## src/rtl/ht_pkg.sv

```systemverilog
// Shared encodings for the open-addressing probe table: commands, status codes, FSM states.
package ht_pkg;

  typedef enum logic [1:0] {
    CMD_LOOKUP = 2'b00,
    CMD_INSERT = 2'b01,
    CMD_DELETE = 2'b10,
    CMD_CLEAR  = 2'b11
  } cmd_e;

  typedef enum logic [1:0] {
    ST_NONE = 2'b00,
    ST_OK   = 2'b01,
    ST_MISS = 2'b10,
    ST_FULL = 2'b11
  } status_e;

  typedef enum logic [1:0] {
    S_IDLE  = 2'b00,
    S_PROBE = 2'b01,
    S_DONE  = 2'b10
  } state_e;

  function automatic logic state_busy(state_e s);
    return s != S_IDLE;
  endfunction

endpackage

```

## src/rtl/ht_hash.sv

```systemverilog
// Combinational slot hash: XOR-fold of DEPTH_LOG2-bit key chunks, or the low key bits.
module ht_hash #(
  parameter int unsigned KEY_W      = 4,
  parameter int unsigned DEPTH_LOG2 = 3,
  parameter int unsigned HASH_MODE  = 0
) (
  input  logic [KEY_W-1:0]      key_i,
  output logic [DEPTH_LOG2-1:0] hash_o
);

  localparam int unsigned NCHUNK = (KEY_W + DEPTH_LOG2 - 1) / DEPTH_LOG2;
  localparam int unsigned PADW   = NCHUNK * DEPTH_LOG2;

  generate
    if (HASH_MODE == 0) begin : g_xor
      // Zero-extending the key pads the top chunk at its MSBs.
      logic [PADW-1:0] key_pad;
      assign key_pad = PADW'(key_i);

      always_comb begin
        hash_o = '0;
        for (int c = 0; c < int'(NCHUNK); c++) begin
          hash_o = hash_o ^ key_pad[c*DEPTH_LOG2 +: DEPTH_LOG2];
        end
      end
    end else if (KEY_W >= DEPTH_LOG2) begin : g_low
      assign hash_o = key_i[DEPTH_LOG2-1:0];
    end else begin : g_low_ext
      assign hash_o = DEPTH_LOG2'(key_i);
    end
  endgenerate

endmodule

```

## src/rtl/param_probe_table.sv

```systemverilog
// Linear-probing hash table in flops with LOOKUP/INSERT/DELETE/CLEAR, one slot examined per cycle.
module param_probe_table
  import ht_pkg::*;
#(
  parameter int unsigned KEY_W      = 4,
  parameter int unsigned VAL_W      = 4,
  parameter int unsigned DEPTH_LOG2 = 3,
  parameter int unsigned HASH_MODE  = 0
) (
  input  logic                  clk,
  input  logic                  rst,
  input  logic [1:0]            cmd,
  input  logic                  go,
  input  logic [KEY_W-1:0]      key,
  input  logic [VAL_W-1:0]      val,
  output logic                  busy,
  output logic                  done,
  output logic [1:0]            status,
  output logic [VAL_W-1:0]      out,
  output logic [DEPTH_LOG2:0]   probes
);

  localparam int unsigned DEPTH = 1 << DEPTH_LOG2;
  localparam int unsigned PW    = DEPTH_LOG2 + 1;
  localparam int unsigned DW    = DEPTH_LOG2;

  state_e            state_q, state_d;
  cmd_e              cmd_q, cmd_d;
  status_e           status_q, status_d;
  logic [KEY_W-1:0]  key_q, key_d;
  logic [VAL_W-1:0]  val_q, val_d;
  logic [VAL_W-1:0]  out_q, out_d;
  logic [DW-1:0]     idx_q, idx_d;
  logic [DW-1:0]     rem_idx_q, rem_idx_d;
  logic              rem_vld_q, rem_vld_d;
  logic [PW-1:0]     count_q, count_d;
  logic [PW-1:0]     probes_q, probes_d;
  logic              go_prev_q;
  logic [DEPTH-1:0]  valid_q, valid_d;
  logic [DEPTH-1:0]  tomb_q, tomb_d;

  logic [KEY_W-1:0]  key_mem_q [DEPTH];
  logic [VAL_W-1:0]  val_mem_q [DEPTH];

  logic [DW-1:0]     hash_c;
  logic              accept_c;
  logic              wr_en_c;
  logic [DW-1:0]     wr_idx_c;
  logic              slot_vld_c, slot_tomb_c, slot_empty_c, slot_match_c, last_c;
  logic [PW-1:0]     cnt_next_c;

  ht_hash #(
    .KEY_W      (KEY_W),
    .DEPTH_LOG2 (DEPTH_LOG2),
    .HASH_MODE  (HASH_MODE)
  ) u_hash (
    .key_i  (key),
    .hash_o (hash_c)
  );

  assign accept_c     = (state_q == S_IDLE) && go && !go_prev_q;
  assign slot_vld_c   = valid_q[idx_q];
  assign slot_tomb_c  = tomb_q[idx_q];
  assign slot_empty_c = !slot_vld_c && !slot_tomb_c;
  assign slot_match_c = slot_vld_c && (key_mem_q[idx_q] == key_q);
  assign cnt_next_c   = count_q + PW'(1);
  assign last_c       = (cnt_next_c == PW'(DEPTH));

  // Next-state, termination decisions and slot write strobes.
  always_comb begin
    state_d   = state_q;
    cmd_d     = cmd_q;
    status_d  = status_q;
    key_d     = key_q;
    val_d     = val_q;
    out_d     = out_q;
    idx_d     = idx_q;
    rem_idx_d = rem_idx_q;
    rem_vld_d = rem_vld_q;
    count_d   = count_q;
    probes_d  = probes_q;
    valid_d   = valid_q;
    tomb_d    = tomb_q;
    wr_en_c   = 1'b0;
    wr_idx_c  = idx_q;

    case (state_q)
      S_IDLE: begin
        if (accept_c) begin
          cmd_d = cmd_e'(cmd);
          key_d = key;
          val_d = val;
          if (cmd_e'(cmd) == CMD_CLEAR) begin
            valid_d  = '0;
            tomb_d   = '0;
            probes_d = '0;
            status_d = ST_OK;
            state_d  = S_DONE;
          end else begin
            idx_d     = hash_c;
            count_d   = '0;
            rem_vld_d = 1'b0;
            state_d   = S_PROBE;
          end
        end
      end

      S_PROBE: begin
        idx_d   = idx_q + DW'(1);
        count_d = cnt_next_c;
        if (!slot_vld_c && !rem_vld_q) begin
          rem_vld_d = 1'b1;
          rem_idx_d = idx_q;
        end
        case (cmd_q)
          CMD_LOOKUP: begin
            if (slot_match_c) begin
              status_d = ST_OK;
              out_d    = val_mem_q[idx_q];
              state_d  = S_DONE;
            end else if (slot_empty_c || last_c) begin
              status_d = ST_MISS;
              state_d  = S_DONE;
            end
          end
          CMD_INSERT: begin
            if (slot_match_c) begin
              wr_en_c  = 1'b1;
              wr_idx_c = idx_q;
              status_d = ST_OK;
              state_d  = S_DONE;
            end else if (slot_empty_c || last_c) begin
              state_d = S_DONE;
              // The earliest free slot wins; the current one only if none was seen before.
              if (rem_vld_q) begin
                wr_en_c  = 1'b1;
                wr_idx_c = rem_idx_q;
                status_d = ST_OK;
              end else if (!slot_vld_c) begin
                wr_en_c  = 1'b1;
                wr_idx_c = idx_q;
                status_d = ST_OK;
              end else begin
                status_d = ST_FULL;
              end
            end
          end
          CMD_DELETE: begin
            if (slot_match_c) begin
              valid_d[idx_q] = 1'b0;
              tomb_d[idx_q]  = 1'b1;
              status_d       = ST_OK;
              state_d        = S_DONE;
            end else if (slot_empty_c || last_c) begin
              status_d = ST_MISS;
              state_d  = S_DONE;
            end
          end
          default: begin
            state_d = S_IDLE;
          end
        endcase
        if (state_d == S_DONE) begin
          probes_d = cnt_next_c;
        end
      end

      S_DONE: begin
        state_d = S_IDLE;
      end

      default: begin
        state_d = S_IDLE;
      end
    endcase

    if (wr_en_c) begin
      valid_d[wr_idx_c] = 1'b1;
      tomb_d[wr_idx_c]  = 1'b0;
    end
  end

  always_ff @(posedge clk or posedge rst) begin
    if (rst) begin
      state_q   <= S_IDLE;
      cmd_q     <= CMD_LOOKUP;
      status_q  <= ST_NONE;
      key_q     <= '0;
      val_q     <= '0;
      out_q     <= '0;
      idx_q     <= '0;
      rem_idx_q <= '0;
      rem_vld_q <= 1'b0;
      count_q   <= '0;
      probes_q  <= '0;
      go_prev_q <= 1'b1;
      valid_q   <= '0;
      tomb_q    <= '0;
    end else begin
      state_q   <= state_d;
      cmd_q     <= cmd_d;
      status_q  <= status_d;
      key_q     <= key_d;
      val_q     <= val_d;
      out_q     <= out_d;
      idx_q     <= idx_d;
      rem_idx_q <= rem_idx_d;
      rem_vld_q <= rem_vld_d;
      count_q   <= count_d;
      probes_q  <= probes_d;
      go_prev_q <= go;
      valid_q   <= valid_d;
      tomb_q    <= tomb_d;
    end
  end

  // Key/value payload needs no reset; valid bits gate every read.
  always_ff @(posedge clk) begin
    if (wr_en_c) begin
      key_mem_q[wr_idx_c] <= key_q;
      val_mem_q[wr_idx_c] <= val_q;
    end
  end

  assign busy   = state_busy(state_q);
  assign done   = (state_q == S_DONE);
  assign status = status_q;
  assign out    = out_q;
  assign probes = probes_q;

endmodule

```

## config.mk

```make
export PLATFORM = sky130hd
export DESIGN_NAME = param_probe_table
export DESIGN_NICKNAME = d
export VERILOG_FILES = /design/src/rtl/ht_pkg.sv /design/src/rtl/ht_hash.sv /design/src/rtl/param_probe_table.sv
export SDC_FILE = /design/constraint.sdc
export NUM_CORES = 1
export LEC_CHECK = 0
export CORE_UTILIZATION = 30
export DETAILED_ROUTE_END_ITERATION = 12
export GPL_TIMING_DRIVEN = 0
export PLACE_DENSITY = 0.44
export SLEW_MARGIN = 0
export SYNTH_ARGS = -nofsm -noshare
export SYNTH_HDL_FRONTEND = slang
export SYNTH_SLANG_ARGS = --single-unit
export TNS_END_PERCENT = 30
```

## constraint.sdc

```tcl
create_clock -name clk -period 3.8 [get_ports clk]
set_input_delay 0.57 -clock clk [delete_from_list [all_inputs] [get_ports clk]]
set_output_delay 0.57 -clock clk [all_outputs]
set_load 0.005 [all_outputs]
```

Word level (Yosys, flattened, before mapping)
Memories as Yosys holds them, arrays and structs flattened. A register that Yosys moved wholly into a read port is not among the register bits.
Index checks and enable logic that the tools add are counted.

storage, ports and cells
  register bits = 46
  memory bits (writable) = 64
  output and inout port bits = 12
  memories kept = 2

cells by class
  $add $sub $neg = 2
  $lt $le $gt $ge = 4
  equality and inequality tests = 16
  multiplexer cells = 64
  bitwise gates (word level) = 7
  reduce and logical (&&, ||, !) cells = 25

memory list
  memory     depth  bits a word  read ports  clocked after memory_dff  write ports  line                     text
  key_mem_q  8      4            1           0                         1            param_probe_table.sv:42  logic [KEY_W-1:0] key_mem_q [DEPTH];
  val_mem_q  8      4            1           1                         1            param_probe_table.sv:43  logic [VAL_W-1:0] val_mem_q [DEPTH];

operator list
  cell                                                                                  count
  8-bit two-way mux                                                                     10
  8-bit one-hot mux with 2 select lines                                                 2
  2-bit two-way mux                                                                     14
  3-bit two-way mux                                                                     7
  4-bit two-way mux                                                                     5
  8-bit AND                                                                             2
  8-bit NOT                                                                             2
  8-bit OR                                                                              2
  4-bit one-hot mux with 2 select lines                                                 2
  1-bit two-way mux                                                                     15
  2-bit one-hot mux with 2 select lines                                                 3
  2-bit equality test (second input constant)                                           4
  3-bit by 4-bit < comparator with 1-bit output (second input constant)                 2
  2-bit != test (second input constant)                                                 4
  4-bit != test (second input constant)                                                 2
  4-bit AND reduction                                                                   2
  1-bit logical AND                                                                     7
  1-bit binary-select mux with 3-bit select                                             2
  1-bit demux with 3-bit select                                                         2
  3-bit by 1-bit greater-or-equal comparator with 1-bit output (second input constant)  2
  3-bit one-hot mux with 2 select lines                                                 1
  3-bit AND reduction                                                                   2
  6-bit AND reduction                                                                   1
  4-bit by 1-bit adder with 4-bit output (second input constant)                        1
  15 further kinds                                                                      22

Depth between registers and ports, before layout
Gate-level depths: netlist of run 1.

  depth after elaboration = 16
  depth in mapped cells = 12

Modules after synthesis
Synthesis of run 1 repeated with hierarchy kept, for this count alone.

unflattened totals
  cell total of the unflattened synthesis = 420
  area total of the unflattened synthesis = 5,255.0 um2

by module, submodules not included
  module             instances  cells each  area an instance (um2)  sequential area each (um2)
  param_probe_table  1          417         5,231.3                 3,174.3
  ht_hash            1          3           23.8                    0.0

Worst setup path after synthesis of run 1
No wires, ideal clock.

  path kind = register to register
  start point = register idx_q[1]
  end point = memory key_mem_q[2][0] (enable)
  library setup time = 383 ps
  data arrival time = 3,045 ps
  data required time = 3,417 ps
  slack = 372 ps
  stages on the path, launching flop included = 11
  path buffers = 2
  clock period less this slack = 3,428 ps
  cell sequence = dfrtp_1 buf_6 mux2_4 a221oi_2 a2bb2oi_2 xnor2_1 nor4_4 nand3b_1 mux2_2 buf_4 nor3_1

between the ends
  word-level cells in the longest chain between the ends = 11

RTL lines
  what                                                          line                                              text
  start, declared                                               param_probe_table.sv:33                           logic [DW-1:0] idx_q, idx_d;
  start signal, assigned                                        param_probe_table.sv:206                          idx_q <= idx_d;
  1-bit binary-select mux with 3-bit select (on tied branches)  param_probe_table.sv:62, param_probe_table.sv:63
  1-bit two-way mux (on tied branches)                          param_probe_table.sv:62, param_probe_table.sv:63
  1-bit zero test (on tied branches)                            -
  1-bit logical AND                                             param_probe_table.sv:64                           assign slot_empty_c = !slot_vld_c && !slot_tomb_c;
  1-bit logical OR                                              param_probe_table.sv:132                          end else if (slot_empty_c || last_c) begin
  1-bit two-way mux                                             param_probe_table.sv:132
  1-bit two-way mux                                             param_probe_table.sv:127                          if (slot_match_c) begin
  1-bit two-way mux                                             param_probe_table.sv:115                          case (cmd_q)
  1-bit two-way mux                                             param_probe_table.sv:87                           case (state_q)
  1-bit two-way mux                                             param_probe_table.sv:219                          if (wr_en_c) begin
  1-bit two-way mux (not written as such)                       param_probe_table.sv:220                          key_mem_q[wr_idx_c] <= key_q;
  end, declared                                                 param_probe_table.sv:42

Several ways; a longest one is shown, not always the timed one. The select of a mux whose other input is x is not followed.

Final worst setup path of run 1
  start point = register idx_q[0]
  end point = memory key_mem_q[4][2] (enable)

The elaborated chain is that of the path after synthesis.

==> results.md, run 1 <==
* Result of the run: finished clean
* CP max stage cell: nor4_4
* PD cells at around 800 nW/µm²
* Fill count at around 1600
* Hold WS at between 0.4 and 0.5 ns
* Layout cells sized above 1 at between 20% and 30%
* Total congestion overflow at 0
* Die X at 133 µm
* Root Driver: clkbuf_16
* Gpl congestion at slightly below 0.8
* Setup violators final at 0
* Most used DFF post-synth: edfxtp_1
* Sequential element share of the synthesized area at between 60% and 70%
* Synth Cell Area at about 5100 µm²
* Critical path launch point type: flip-flop
* Critical Path Most Common Cell: buf_6
* DR vias at 3479
* Clock Latency Late Sink at between 0.4 and 0.5 ns
* Antenna Diode Count at 0
* Max Clock Freq at ~0.27 GHz
* Crit-path cells: buf_4 > buf_6 > buf_6 > nor2_2 > a221oi_1 > xnor2_1 > nor4_4 > nand3b_1 > mux2_2 > buf_4 > nor3_2 > buf_6
* Clock Path Buffers at 2
* Yosys top cell by area: edfxtp_1
* Routed len/inst at between 20 and 25 µm
* Critical path class: flip-flop to flip-flop
* Core area at 16600 µm²
* Worst vdd ir at 0.000412 V
* Relative slew margins at a little over a quarter
* Maxcap violations at 0
* Cells after Synth at roughly 400
* Fin area at around 6500 µm²
* DRC viols at 0
* Routed Wire Length at around 14 mm
* Area grow syn2layout at 25.7%
* Synth unique cells at 62
* Multi-input gate area at 1870 µm²
* Total power at about 5.3 mW
* Ys async rst share at 43.9%
* # rows at between 40 and 50
* PortBufs at 24
* Register area at about 3200 µm²
* Antenna viol nets, final at 0
* EDFF count, synth at between 60 and 70
* Pin count of the biggest net entering global routing at 40
* HP Class: primary input to async pin
* TritonCTS Buffers at 17
* Max Transition Viols Final at 0
* WP data required at about 3.9 ns
* Worst slew pin tran at 1.11 ns
* First-pass GRT wire length at 22.2 mm
* Setup TNS Final at 0 ns
* Fin. Hold Viols at 0
* Initial DRC count at 222
* Yosys warnings at 0
* Avg Inst Size Synth at approximately 13 µm²
* Leakage dissipation at 2.43 nW
* Clock Skews at ~0.008 ns
* # IOs at 25
* RSZ-0062 raised after global routing: true
* Count of state elements after synthesis at 114
* Hpwl dp at just under 10 mm
* Tot GR Track Use at between 15 and 20%
* Clock sink count at ~110
* Area of the die at between 15000 and 20000 µm²
* Final worst path period share at 97.7%
* Crit Path Max Fanout at 10
* Synth top area share at a little under two fifths
* Vias in the first global route at roughly 3600
* Dpl cells at ~640
* Vias per std cell at just over 5
* CTS tree: yes
* Final Critical Period at 3.71 ns
* Worst stage delay on the critical path at 0.43 ns
* WP data arrival at around 3.8 ns
* Initial core utilization at between 30% and 40%
* Drt pass-1 iters at 4
* Final cell count without fillers at slightly below 700
* Initial antenna violation count at 0
* Height of the die at roughly 130 µm
* Crit. End Element: flip-flop
* Top post-synthesis cells by area: edfxtp_1, dfrtp_1, mux2_2, mux2i_1, o21ai_0
* Placed cell area at just under 6000 µm²
* Clock transition at the registers of the reported paths at ~0.05 ns
* Final layout net count at approximately 460
* CTS H-Tree Depth at 4
* Synth Net Count at between 400 and 500
-- cells in the final DEF, fill, tap and decap left out, types with 6 or more instances in the layout --
master and count:
clkbuf_16 17, dfrtp_1 49, mux2i_1 19, mux2_2 25
edfxtp_1 64, nor2_1 22, and2_1 6, o31ai_1 6
o21ai_0 18, o311ai_0 6, a221oi_1 6, a21oi_1 7
inv_1 6, clkbuf_1 13, clkdlybuf4s50_1 24, buf_6 9
nand3_1 7, nand2_1 21, o22ai_1 6
-- sequential cells by signal, summed over array words and instances (netlist names) --
register	count
cmd_q	2
count_q	4
go_prev_q	1
idx_q	3
key_mem_q	32
key_q	4
out	4
probes	4
rem_idx_q	3
rem_vld_q	1
state_q	2
status	2
tomb_q	8
val_mem_q	32
val_q	4
valid_q	8
-- cells in the mapped netlist (3+ instances only) --
library cell,count
buf_6,3
clkbuf_1,10
edfxtp_1,64
mux2i_1,19
and2_1,6
nor2_1,23
mux2_2,25
a32oi_1,5
nor3_1,11
and3_1,4
o31ai_1,6
nor2b_1,4
xnor2_1,5
nand2b_1,4
nand2_1,21
or2_2,3
o31a_1,4
o311ai_0,6
buf_2,4
a31o_2,5
o21ai_0,18
inv_1,7
a221oi_1,6
nand3b_1,4
buf_1,3
dfrtp_1,49
a21oi_1,7
nand3_1,7
o22ai_1,6
a31oi_1,5
a32o_1,3
buf_4,3
-- worst max-delay path, delay by kind of cell (launching register included) --
kind	cells	cell delay, ns
XOR/XNOR	1	0.20
multiplexers	1	0.38
AO/OA/AOI/OAI	1	0.17
flip-flops	1	0.38
buffers and inverters	5	0.91
AND/OR/NAND/NOR	4	1.35
-- power by group --
part           internal (mW)  switching (mW)
Sequential              1.63           0.238
Combinational          0.708            1.05
Clock                   1.15           0.552
Total                   3.48            1.84
-- layer usage --
layer	GRT usage (%)	up-vias	wire, µm
met5	0	-	0
met4	8.56	0	380
met1	22.6	1744	6440
met3	3.98	24	639
met2	27.3	97	6770
li1	-	1614	-
-- metrics by stage --
step	utilization (%)	setup slack (ns)
after floorplan	-	0.372
after global placement	34.0	-1.28
after detailed placement	34.7	-0.258
after CTS	38.7	0.00827
after global routing	38.8	-0.0369
final	38.8	0.0859
-- final timing paths --
check                           startpoint              end  slack, ns  cells after the start
worst max-delay path              idx_q[0]  key_mem_q[4][2]       0.09                     12
min in group clk                 status[0]        status[0]       0.49                      1
worst min-delay path                   rst        probes[2]       0.43                      2
worst max register to register    idx_q[0]  key_mem_q[4][2]       0.09                     12
max in group asynchronous              rst        go_prev_q       2.80                      3
worst min register to register   status[0]        status[0]       0.49                      1
-- repair_timing --
| action | in CTS | in global routing |
|---|---|---|
| resized for setup | 6 | 3 |
| hold buffers | 0 | 0 |
| cloned | 0 | 0 |
| pin swaps | 1 | 0 |
| buffers inserted | 2 | 0 |
| setup endpoints to repair | 61 | 54 |
-- logic make-up (layout without fill, tap and decap cells) --
family,Yosys count,count (layout),synth area share (%)
fa+ha+maj,2,2,0.487
xor+xnor,7,7,1.19
mux,46,46,9.91
simple gates,98,98,10.1
flops,114,114,61.8
buf+inv,32,97,3.12
compound gates,91,91,13.3
-- area by class of cell --
| type | count | share of cell area, % |
|---|---|---|
| buffer | 24 | 2.02 |
| clock buffer | 23 | 7.40 |
| clock inverter | 9 | 2.36 |
| inverter | 8 | 0.465 |
| multi-input combinational | 244 | 29.0 |
| sequential | 114 | 49.2 |
| tap | 220 | 4.26 |
| timing repair buffer | 33 | 5.31 |
Note: power is estimated with default switching activity, not from simulation.
==> inputs of run 2 (changes only) <==
--- a/config.mk
+++ b/config.mk
@@ -5,10 +5,10 @@
 export SDC_FILE = /design/constraint.sdc
 export NUM_CORES = 1
 export LEC_CHECK = 0
-export CORE_UTILIZATION = 30
+export CORE_UTILIZATION = 60
 export DETAILED_ROUTE_END_ITERATION = 12
 export GPL_TIMING_DRIVEN = 0
-export PLACE_DENSITY = 0.44
+export PLACE_DENSITY = 0.78
 export SLEW_MARGIN = 0
 export SYNTH_ARGS = -nofsm -noshare
 export SYNTH_HDL_FRONTEND = slang
==> run 2 against run 1 <==
Compared with the run above:
- final cell count down 17%
- clock power down 7%
- sequential share of layout area up 1.0 points
- flip-flop and latch count unchanged
- via count up 6.8%
- largest cell class unchanged
==> results.md, run 2 (synthesis gave the netlist of run 1 again) <==
* Result of the run: finished clean (unchanged)
* Placed cell area at 5560 µm² (was 5770 µm²)
* First-pass GRT wire length at 20.3 mm (was 22.2 mm)
* RSZ-0062 raised after global routing: false (was true)
* PortBufs at 24 (unchanged)
* Max Transition Viols Final at 0 (unchanged)
* Clock Path Buffers at 2 (unchanged)
* Antenna Diode Count at 0 (unchanged)
* Switch share at 37.0% (was 34.5%)
* Clock Skews at 0.00641 ns (was 0.00796 ns)
* DR vias at 3714 (was 3479)
* Vias in the first global route at 3629 (was 3619)
* Post-route setup slack at 0.219 ns (was 0.0859 ns)
* Total power at 5.23 mW (was 5.32 mW)
* Critical path launch point type: flip-flop (unchanged)
* Total congestion overflow at 0 (unchanged)
* Initial antenna violation count at 0 (unchanged)
* # rows at 33 (was 47)
* Crit. End Element: flip-flop (unchanged)
* R2R Setup Slk at 0.22 ns (was 0.09 ns)
* Most frequent cells in the layout: edfxtp_1, dfrtp_1, mux2_2 (unchanged)
* Vias per std cell at 6.61 (was 5.15)
* TritonCTS Buffers at 17 (unchanged)
* Final cell count without fillers at 562 (was 675)
* PD cells at 827 nW/µm² (was 824 nW/µm²)
* Hold WS at 0.310 ns (was 0.428 ns)
* Clock network power share at 30.2% (was 31.9%)
* Routed len/inst at 23.8 µm (was 21.1 µm)
* Part of the power in registers at 35.9% (was 35.1%)
* Worst slew pin tran at 0.960 ns (was 1.11 ns)
* Layout cells sized above 1 at 23.9% (was 22.4%)
* Clock transition at the registers of the reported paths at 0.06 ns (was 0.05 ns)
* Util after Layout at 76.6% (was 38.8%)
* Tot GR Track Use at 32.5% (was 17.4%)
* Commonest non-fill, non-tap cell in the layout: edfxtp_1 (unchanged)
* Relative slew margins at 36.0% (was 26.2%)
* Gpl congestion at 0.904 (was 0.775)
* Die X at 94.5 µm (was 133 µm)
* Switching power total at 1.94 mW (was 1.84 mW)
* Maxcap violations at 0 (unchanged)
* Routed Wire Length at 13.4 mm (was 14.2 mm)
* WP data required at 4.04 ns (was 3.92 ns)
* Final worst path period share at 94.2% (was 97.7%)
* CTS Hold Buffers Added at 0 (unchanged)
* Clock sink count at 114 (unchanged)
* Internal power at 3.30 mW (was 3.48 mW)
* Area grow syn2layout at 23.1% (was 25.7%)
* Fin area at 6320 µm² (was 6460 µm²)
* Pre-CTS WS at -0.294 ns (was -0.258 ns)
* Setup TNS Final at 0 ns (unchanged)
* Max Clock Freq at 0.279 GHz (was 0.269 GHz)
* DRC viols at 0 (unchanged)
* Crit Path Max Fanout at 10 (unchanged)
* Hpwl dp at 8.04 mm (was 9.66 mm)
* Worst vdd ir at 0.000661 V (was 0.000412 V)
* # IOs at 25 (unchanged)
* Leakage dissipation at 2.44 nW (was 2.43 nW)
* Worst reg-to-reg path cell count at 12 (unchanged)
* Core area at 8260 µm² (was 16600 µm²)
* Dpl cells at 520 (was 641)
* Setup violators final at 0 (unchanged)
* CTS tree: yes (unchanged)
* Antenna viol nets, final at 0 (unchanged)
* Height of the die at 94.5 µm (was 133 µm)
* Reg2reg start: idx_q[0] (unchanged)
* Biggest regs: key_mem_q x32, val_mem_q x32 (unchanged)
* Root Driver: clkbuf_8 (was clkbuf_16)
* Final layout net count at 459 (was 457)
* Initial core utilization at 62.2% (was 30.9%)
* Initial DRC count at 362 (was 222)
* Clock Latency Late Sink at 0.52 ns (was 0.41 ns)
* Drt pass-1 iters at 8 (was 4)
* WP data arrival at 3.82 ns (was 3.83 ns)
* Reg2reg end: val_mem_q[2][0] (was key_mem_q[4][2])
* Pin count of the biggest net entering global routing at 39 (was 40)
* Critical path class: flip-flop to flip-flop (unchanged)
* CTS H-Tree Depth at 4 (unchanged)
* Final Critical Period at 3.58 ns (was 3.71 ns)
* HP Class: primary input to async pin (unchanged)
* Combinational group share of total power at 33.9% (was 33.0%)
* Fin. Hold Viols at 0 (unchanged)
* Area of the die at 8930 µm² (was 17600 µm²)
run 2: changes by cell type in the layout (fill, tap and decap cells not counted), sizes merged:
cell	change
buf	+2
bufinv	-2
clkbuf	-6
clkinv	+3
clkinvlp	-2
inv	+7
run 2: worst max-delay path by stage:
stage / slack [ns] / start / end / cells past startpoint
final: 0.22 / idx_q[0] / val_mem_q[2][0] / 12
after global routing: 0.07 / idx_q[0] / val_mem_q[2][0] / 12
after CTS: 0.003 / idx_q[0] / key_mem_q[6][1] / 11
after detailed placement: -0.29 / idx_q[0] / val_mem_q[4][1] / 11
after global placement: -0.77 / idx_q[0] / val_mem_q[6][1] / 11
after floorplan: 0.37 / idx_q[1] / key_mem_q[2][0] / 10
run 2: area by class of cell:
type / instances / area [µm²]
clock inverter: 15 / 174
multi-input combinational: 244 / 1900
buffer: 24 / 130
inverter: 8 / 30.0
sequential: 114 / 3170
fill: 504 / 1930
clock buffer: 17 / 414
tap: 105 / 131
timing repair buffer: 35 / 373
run 2: what timing repair did:
item / 4_1_cts / 5_1_grt
setup buffers: 3 / 7
resized for setup: 7 / 6
endpoints found under the setup margin: 56 / 64
pin swaps: 2 / 5
run 2: power groups by stage:
stage	Sequential (mW)	Combinational, mW	Clock (mW)
floorplan	1.81	1.14	0
global placement	1.87	1.57	0
detailed placement	1.88	1.64	0
CTS	1.87	1.71	1.58
global route	1.91	1.89	1.64
finish	1.88	1.77	1.58
run 2: routing by layer:
metal | vias up | GRT usage (%) | wire length [µm]
met5 | - | 0 | 0
met4 | 0 | 16.7 | 386
met3 | 41 | 10.8 | 1190
met2 | 224 | 49.2 | 6420
met1 | 1834 | 42.1 | 5350
li1 | 1615 | - | -
run 2: worst max-delay path: stages (launching register included):
cell and delay [ns]:
dfrtp_1 0.40, buf_4 0.19, buf_6 0.16, nor2_1 0.35, o2bb2ai_1 0.18, a221oi_2 0.09
xnor2_1 0.18, nor4_4 0.48, nand3b_1 0.23, mux2_2 0.38, buf_4 0.20, nor3_4 0.25
buf_12 0.18
==> inputs of run 3 (changes only) <==
--- a/config.mk
+++ b/config.mk
@@ -5,6 +5,7 @@
 export SDC_FILE = /design/constraint.sdc
 export NUM_CORES = 1
 export LEC_CHECK = 0
+export CAP_MARGIN = 10
 export CORE_UTILIZATION = 60
 export DETAILED_ROUTE_END_ITERATION = 12
 export GPL_TIMING_DRIVEN = 0
==> results of run 3 <==
The final DEF is identical to that of run 2; final timing and power are the same.
